[src/rtl/fetch_if.sv]
// Fetch <-> ROM/decoder bundle: ROM address/data, decoded instruction out,
// redirect controls back in.
interface fetch_if #(
  parameter int PC_W    = 8,
  parameter int INSTR_W = 9
);
  logic [PC_W-1:0]    imem_addr;
  logic [INSTR_W-1:0] imem_data;
  logic [INSTR_W-1:0] instruction;
  logic [PC_W-1:0]    instr_pc;
  logic               instr_valid;
  logic               branch;
  logic               branch_taken;
  logic               jmp_ctrl;
  logic [PC_W-1:0]    jmp_target;
  logic               done_ctrl;

  modport master (
    output imem_addr, instruction, instr_pc, instr_valid,
    input  imem_data, branch, branch_taken,
    input  jmp_ctrl, jmp_target, done_ctrl
  );

  modport slave (
    input  imem_addr, instruction, instr_pc, instr_valid,
    output imem_data, branch, branch_taken,
    output jmp_ctrl, jmp_target, done_ctrl
  );
endinterface

[src/rtl/fetch_unit.sv]
// Instruction fetch front end: IDLE/RUN/HALT PC sequencer over a 1-cycle ROM.
// FETCH_PERF_EN adds saturating retire/cycle counters.
module fetch_unit #(
  parameter int              PC_W       = 8,
  parameter int              INSTR_W    = 9,
  parameter logic [PC_W-1:0] START_ADDR = '0
) (
  input  logic        clock,
  input  logic        reset,
  input  logic        start,
  fetch_if.master     bus,
  output logic        halted,
  output logic [15:0] retire_count,
  output logic [15:0] cycle_count
);

  typedef enum logic [1:0] {
    IDLE,
    RUN,
    HALT
  } state_t;

  state_t          state, state_n;
  logic [PC_W-1:0] pc, pc_n;
  logic [PC_W-1:0] inflight_pc, inflight_pc_n;
  logic            inflight, inflight_n;
  logic            valid;
  logic            do_halt, do_jmp, do_br;
  logic [PC_W-1:0] br_off;

  assign valid = (state == RUN) & inflight;

  assign bus.imem_addr   = pc;
  assign bus.instruction = bus.imem_data;
  assign bus.instr_pc    = inflight_pc;
  assign bus.instr_valid = valid;
  assign halted          = (state == HALT);

  // Mutually exclusive redirect selects encode the priority order
  assign do_halt = valid & bus.done_ctrl;
  assign do_jmp  = valid & ~bus.done_ctrl & bus.jmp_ctrl;
  assign do_br   = valid & ~bus.done_ctrl & ~bus.jmp_ctrl
                 & bus.branch & bus.branch_taken;

  assign br_off = {{(PC_W-5){bus.imem_data[4]}}, bus.imem_data[4:0]};

  always_ff @(posedge clock) begin
    if (reset) begin
      state       <= IDLE;
      pc          <= START_ADDR;
      inflight    <= 1'b0;
      inflight_pc <= START_ADDR;
    end else begin
      state       <= state_n;
      pc          <= pc_n;
      inflight    <= inflight_n;
      inflight_pc <= inflight_pc_n;
    end
  end

  always_comb begin
    state_n       = state;
    pc_n          = pc;
    inflight_n    = inflight;
    inflight_pc_n = inflight_pc;
    unique case (state)
      IDLE: begin
        inflight_n = 1'b0;
        if (start) state_n = RUN;
      end
      RUN: begin
        inflight_n    = 1'b1;
        inflight_pc_n = pc;
        pc_n          = pc + 1'b1;
        unique case (1'b1)
          do_halt: begin
            state_n    = HALT;
            inflight_n = 1'b0;
            pc_n       = pc;
          end
          do_jmp: begin
            pc_n       = bus.jmp_target;
            inflight_n = 1'b0;
          end
          do_br: begin
            pc_n       = inflight_pc + br_off;
            inflight_n = 1'b0;
          end
          default: ;
        endcase
      end
      HALT: inflight_n = 1'b0;
      default: begin
        state_n    = IDLE;
        inflight_n = 1'b0;
      end
    endcase
  end

`ifdef FETCH_PERF_EN
  always_ff @(posedge clock) begin
    if (reset) begin
      retire_count <= 16'h0000;
      cycle_count  <= 16'h0000;
    end else begin
      if (valid && retire_count != 16'hFFFF)
        retire_count <= retire_count + 16'd1;
      if (state == RUN && cycle_count != 16'hFFFF)
        cycle_count <= cycle_count + 16'd1;
    end
  end
`else
  assign retire_count = 16'h0000;
  assign cycle_count  = 16'h0000;
`endif

endmodule
[src/flat_wrapper.sv]
// flat-port wrapper written by rule: the top's interface ports become plain ports
module fetch_unit_flat 
#(
  parameter int              PC_W       = 8,
  parameter int              INSTR_W    = 9,
  parameter logic [PC_W-1:0] START_ADDR = '0
)
  (clock, reset, start, halted, retire_count, cycle_count, bus_imem_addr, bus_instruction, bus_instr_pc, bus_instr_valid, bus_imem_data, bus_branch, bus_branch_taken, bus_jmp_ctrl, bus_jmp_target, bus_done_ctrl);
  fetch_if #(.PC_W(PC_W), .INSTR_W(INSTR_W)) bus_i ();
  input  logic clock;
  input  logic reset;
  input  logic start;
  output logic halted;
  output logic [15:0] retire_count;
  output logic [15:0] cycle_count;
  output wire logic [$bits(bus_i.imem_addr)-1:0] bus_imem_addr;
  output wire logic [$bits(bus_i.instruction)-1:0] bus_instruction;
  output wire logic [$bits(bus_i.instr_pc)-1:0] bus_instr_pc;
  output wire logic [$bits(bus_i.instr_valid)-1:0] bus_instr_valid;
  input wire logic [$bits(bus_i.imem_data)-1:0] bus_imem_data;
  input wire logic [$bits(bus_i.branch)-1:0] bus_branch;
  input wire logic [$bits(bus_i.branch_taken)-1:0] bus_branch_taken;
  input wire logic [$bits(bus_i.jmp_ctrl)-1:0] bus_jmp_ctrl;
  input wire logic [$bits(bus_i.jmp_target)-1:0] bus_jmp_target;
  input wire logic [$bits(bus_i.done_ctrl)-1:0] bus_done_ctrl;
  assign bus_imem_addr = bus_i.imem_addr;
  assign bus_instruction = bus_i.instruction;
  assign bus_instr_pc = bus_i.instr_pc;
  assign bus_instr_valid = bus_i.instr_valid;
  assign bus_i.imem_data = bus_imem_data;
  assign bus_i.branch = bus_branch;
  assign bus_i.branch_taken = bus_branch_taken;
  assign bus_i.jmp_ctrl = bus_jmp_ctrl;
  assign bus_i.jmp_target = bus_jmp_target;
  assign bus_i.done_ctrl = bus_done_ctrl;
  fetch_unit #(.PC_W(PC_W), .INSTR_W(INSTR_W), .START_ADDR(START_ADDR)) u_core (.clock(clock), .reset(reset), .start(start), .bus(bus_i), .halted(halted), .retire_count(retire_count), .cycle_count(cycle_count));
endmodule
[config.mk]
export PLATFORM = sky130hd
export DESIGN_NAME = fetch_unit_flat
export DESIGN_NICKNAME = d
export VERILOG_FILES = /design/src/rtl/fetch_if.sv /design/src/rtl/fetch_unit.sv /design/src/flat_wrapper.sv
export SDC_FILE = /design/constraint.sdc
export NUM_CORES = 1
export LEC_CHECK = 0
export BUFFER_PORTS_ARGS = -buffer_cell sky130_fd_sc_hd__clkbuf_2
export CORE_ASPECT_RATIO = 0.7
export CORE_MARGIN = 4
export CORE_UTILIZATION = 49
export DETAILED_ROUTE_END_ITERATION = 8
export PLACE_DENSITY = 0.86
export SETUP_SLACK_MARGIN = 0.02
export SLEW_MARGIN = 40
export SYNTH_ARGS = -nofsm -noshare
export SYNTH_HDL_FRONTEND = slang
export SYNTH_SLANG_ARGS = --single-unit
[constraint.sdc]
create_clock -name clock -period 4.7 [get_ports clock]
set_input_delay 0.94 -clock clock [delete_from_list [all_inputs] [get_ports clock]]
set_output_delay 0.94 -clock clock [all_outputs]
set_load 0.01 [all_outputs]
==> run_results.csv <==
group,metric,value,unit
status,run_status,"completed",
synthesis,post_synth_inst_count,205,
sta,timing_worst_slew_pin_value,662,ps
drt,dr.first_iter.drc_count,79,
clock_tree,h-tree-depth,1,
grt,grt_pass1_wl,5.78,mm
synthesis,synth_top_area_share,23.8,%
floorplanning,core_area,3150,sq um
clock_tree,cts_made_buffers,3,
clock_tree,clock-sinks,19,
drt,antenna_violating_nets_post_route,0,
floorplanning,chipWidth,76.3,um
setup_path,end_kind,"output port",
synthesis,synthFlopType,"sky130_fd_sc_hd__dfxtp_1",
floorplanning,floorplan.die_area,4250,sq um
grt,grt_start_max_net_pins,23,
drt,drt_first_pass_iters,4,
final_layout,finish.utilization,53.1,%
synthesis,postSynth.asyncResetShare,0,%
setup_path,critical_path_peak_fanout,10,
job,max_capacitance_violation_count,0,
clock_tree,tritoncts,"done",
synthesis,count_of_different_cell_masters_after_synthesis,46,
placed_design,detailedPlace.worstSlack,2130,ps
grt,grt-busiest-layer,"met2",
synthesis,syn-cell-area,1600,sq um
drt,via_count,1432,
synthesis,yosys-top-cells-area,"sky130_fd_sc_hd__dfxtp_1 24%, sky130_fd_sc_hd__buf_4 19%, sky130_fd_sc_hd__a21oi_1 7.2%",
clock_tree,clk-insertion-delay-late,260,ps
synthesis,synth_edf_count,0,
clock_tree,clock_slew_seen_by_the_registers_of_the_worst_setup_and_hold_paths,70,ps
setup_path,worst_ep_arrival_time,1430,ps
synthesis,synth-warning-count,0,
clock_tree,post_cts_resize_count,0,
sta,final_number_of_setup_violating_endpoints,0,
min_path,worst_hold_path_type,"reg2reg",
pwr,seq_power_share,45.8,%
synthesis,ys_ff_latch,19,
final_layout,stdcell_area,1670,sq um
sta,final.setup.worst_slack,2330,ps
final_layout,multiInputGateArea,962,sq um
drt,wire_per_inst,13.5,um
floorplanning,placementRows,17,
pwr,p_leak,0.786,nW
pwr,power.internal,0.000271,W
synthesis,synth_top_cells_by_count,"41 x sky130_fd_sc_hd__buf_4, 26 x sky130_fd_sc_hd__nand2_1, 23 x sky130_fd_sc_hd__a21oi_1, 19 x sky130_fd_sc_hd__dfxtp_1, 11 x sky130_fd_sc_hd__nor2_1",
clock_tree,cts-hold-fix-buffers,0,
final_layout,area_delta_synth_final,4.62,%
grt,grt_antenna_before_repair,0,
placed_design,routabilityCongestion,0.882,
pwr,power.share.clock,28.5,%
sta,fmax,0.422,GHz
sta,rsz0062_at_grt,"false",
sta,period_minus_slack,2370,ps
synthesis,yosysTopAreaCell,"sky130_fd_sc_hd__dfxtp_1",
grt,grt_remaining_overflow,0,
drt,route.detailed.vias_per_inst,5.26,
final_layout,layout-drive-gt1-share,20.9,%
floorplanning,initial_core_util,50.8,%
pwr,switching_power,0.000134,W
synthesis,post-synth-top-count-cell,"sky130_fd_sc_hd__buf_4",
clock_tree,cts_buffer_depth,2,
min_path,hold_path_depth,2,
final_layout,final_antenna_diode_count,0,
setup_path,worstSetupStartpointType,"flip-flop",
placed_design,port-buffer-count,42,
sta,min_period_over_period,50.4,%
sta,worst_clock_skew,1.82,ps
final_layout,sequential_cell_area,380,sq um
clock_tree,post_cts_setup_bufs,0,
sta,hold_viol,0,
setup_path,worst-r2r-cell-count,8,
final_layout,fill_cell_total_of_the_finished_layout,316,
setup_path,cp_data_required_time,3760,ps
grt,groute.usage.overall,16.3,%
sta,fin_setup_tns,0,ps
synthesis,synth-seq-area-share,23.8,%
setup_path,critPathKind,"reg2out",
clock_tree,cts_root_buffer,"sky130_fd_sc_hd__clkbuf_8",
pwr,power.share.switching,33.1,%
floorplanning,io_pins,83,
final_layout,final_nets,268,
placed_design,hpwlAfterDp,2.88,mm
drt,drt_drc_violations_left,0,
grt,global_route.usage.met1,22.8,%
pwr,ir_worst_vdd,0.109,mV
sta,max-slew-margin-rel,55.7,%
sta,timing.final.max_slew_violations,0,
floorplanning,fp.dieH,55.8,um
pwr,p_comb_share,25.8,%
sta,worst_hold_margin,484,ps
placed_design,dpl_cell_area,1630,sq um
synthesis,average_cell_area_after_synthesis,7.79,sq um
grt,number_of_global_route_vias_before_repair,1230,
grt,global_route.usage.met3,5.02,%
pwr,power_density,242,nW/um^2
drt,detail_route.wirelength,3.67,mm
grt,grt_use_met2,25.0,%
## through the flow
step / instances / total power [W]
5_1_grt: 272 / 0.000429
4_1_cts: 272 / 0.000408
3_5_place_dp: 268 / 0.000292
6_report: 272 / 0.000404
3_3_place_gp: 268 / 0.000290
2_1_floorplan: 236 / 0.000285
## cells in the final DEF, fill, tap and decap left out, types with 2 or more instances in the layout
master                     count
sky130_fd_sc_hd__dfxtp_1      19
sky130_fd_sc_hd__a21oi_1      23
sky130_fd_sc_hd__o221ai_1      3
sky130_fd_sc_hd__xnor2_1       7
sky130_fd_sc_hd__nor3_1        4
sky130_fd_sc_hd__conb_1       32
sky130_fd_sc_hd__clkbuf_2     42
sky130_fd_sc_hd__nand2_1      26
sky130_fd_sc_hd__xor2_1        3
sky130_fd_sc_hd__and2_1        2
sky130_fd_sc_hd__o21ai_0       6
sky130_fd_sc_hd__nand3_1       4
sky130_fd_sc_hd__clkbuf_8      3
sky130_fd_sc_hd__nor2b_1       2
sky130_fd_sc_hd__a22o_1        4
sky130_fd_sc_hd__nand2b_1      2
sky130_fd_sc_hd__a21o_1        2
sky130_fd_sc_hd__inv_1         7
sky130_fd_sc_hd__nor2_1       11
sky130_fd_sc_hd__ha_1          8
## sequential cells by signal, summed over array words and instances, names as in the netlist
name / flops
u_core.state: 2
u_core.inflight: 1
u_core.bus.instr_pc: 8
u_core.bus.imem_addr: 8
## routing by layer
layer | part of all wire (%) | wire length, um
met4 | 0.60 | 22
met5 | 0 | 0
met1 | 44 | 1630
met3 | 11 | 389
met2 | 44 | 1630
## cell type report
cell class | count | area share [%]
Clock buffer | 4 | 2.69
Inverter | 7 | 1.57
Multi-Input combinational cell | 162 | 57.6
Sequential cell | 19 | 22.8
Tap cell | 38 | 2.84
Timing Repair Buffer | 42 | 12.6
## power groups by stage
stage / sequential [W] / clock, W / combinational, W
after CTS: 0.000185 / 0.000119 / 0.000104
after detailed placement: 0.000188 / 0 / 0.000103
after floorplan: 0.000189 / 0 / 0.0000960
after global placement: 0.000188 / 0 / 0.000102
final: 0.000185 / 0.000115 / 0.000104
after global routing: 0.000187 / 0.000125 / 0.000117
## worst paths after layout
check	end	startpoint	slack (ps)
setup / recovery	bus_instr_valid	u_core.state[1]$_SDFFE_PP0P_	2330
hold reg to reg	u_core.bus.instr_pc[5]$_SDFFE_PP0N_	u_core.bus.instr_pc[5]$_SDFFE_PP0N_	480
setup reg to reg	u_core.bus.imem_addr[2]$_SDFFE_PP0N_	u_core.bus.instr_pc[0]$_SDFFE_PP0N_	2780
hold / removal	u_core.bus.instr_pc[5]$_SDFFE_PP0N_	u_core.bus.instr_pc[5]$_SDFFE_PP0N_	480
## worst max-delay path, stage by stage (launching register included)
cell and delay, ps:
sky130_fd_sc_hd__dfxtp_1 340, sky130_fd_sc_hd__nand2b_1 400, sky130_fd_sc_hd__nor2_1 260, sky130_fd_sc_hd__clkbuf_2 170
## cell families after synthesis
| family | count (synthesis) | synth area share, % |
|---|---|---|
| AOI/OAI and AO/OA | 50 | 20.8 |
| and+or+nand+nor | 60 | 18.2 |
| other | 1 | 0.235 |
| muxes | 1 | 0.626 |
| buffers and inverters | 55 | 23.4 |
| DFF | 19 | 23.8 |
| adders and majority gates | 9 | 7.52 |
| xor gates and xnor gates | 10 | 5.48 |
Power figures use the tool's default switching activity.
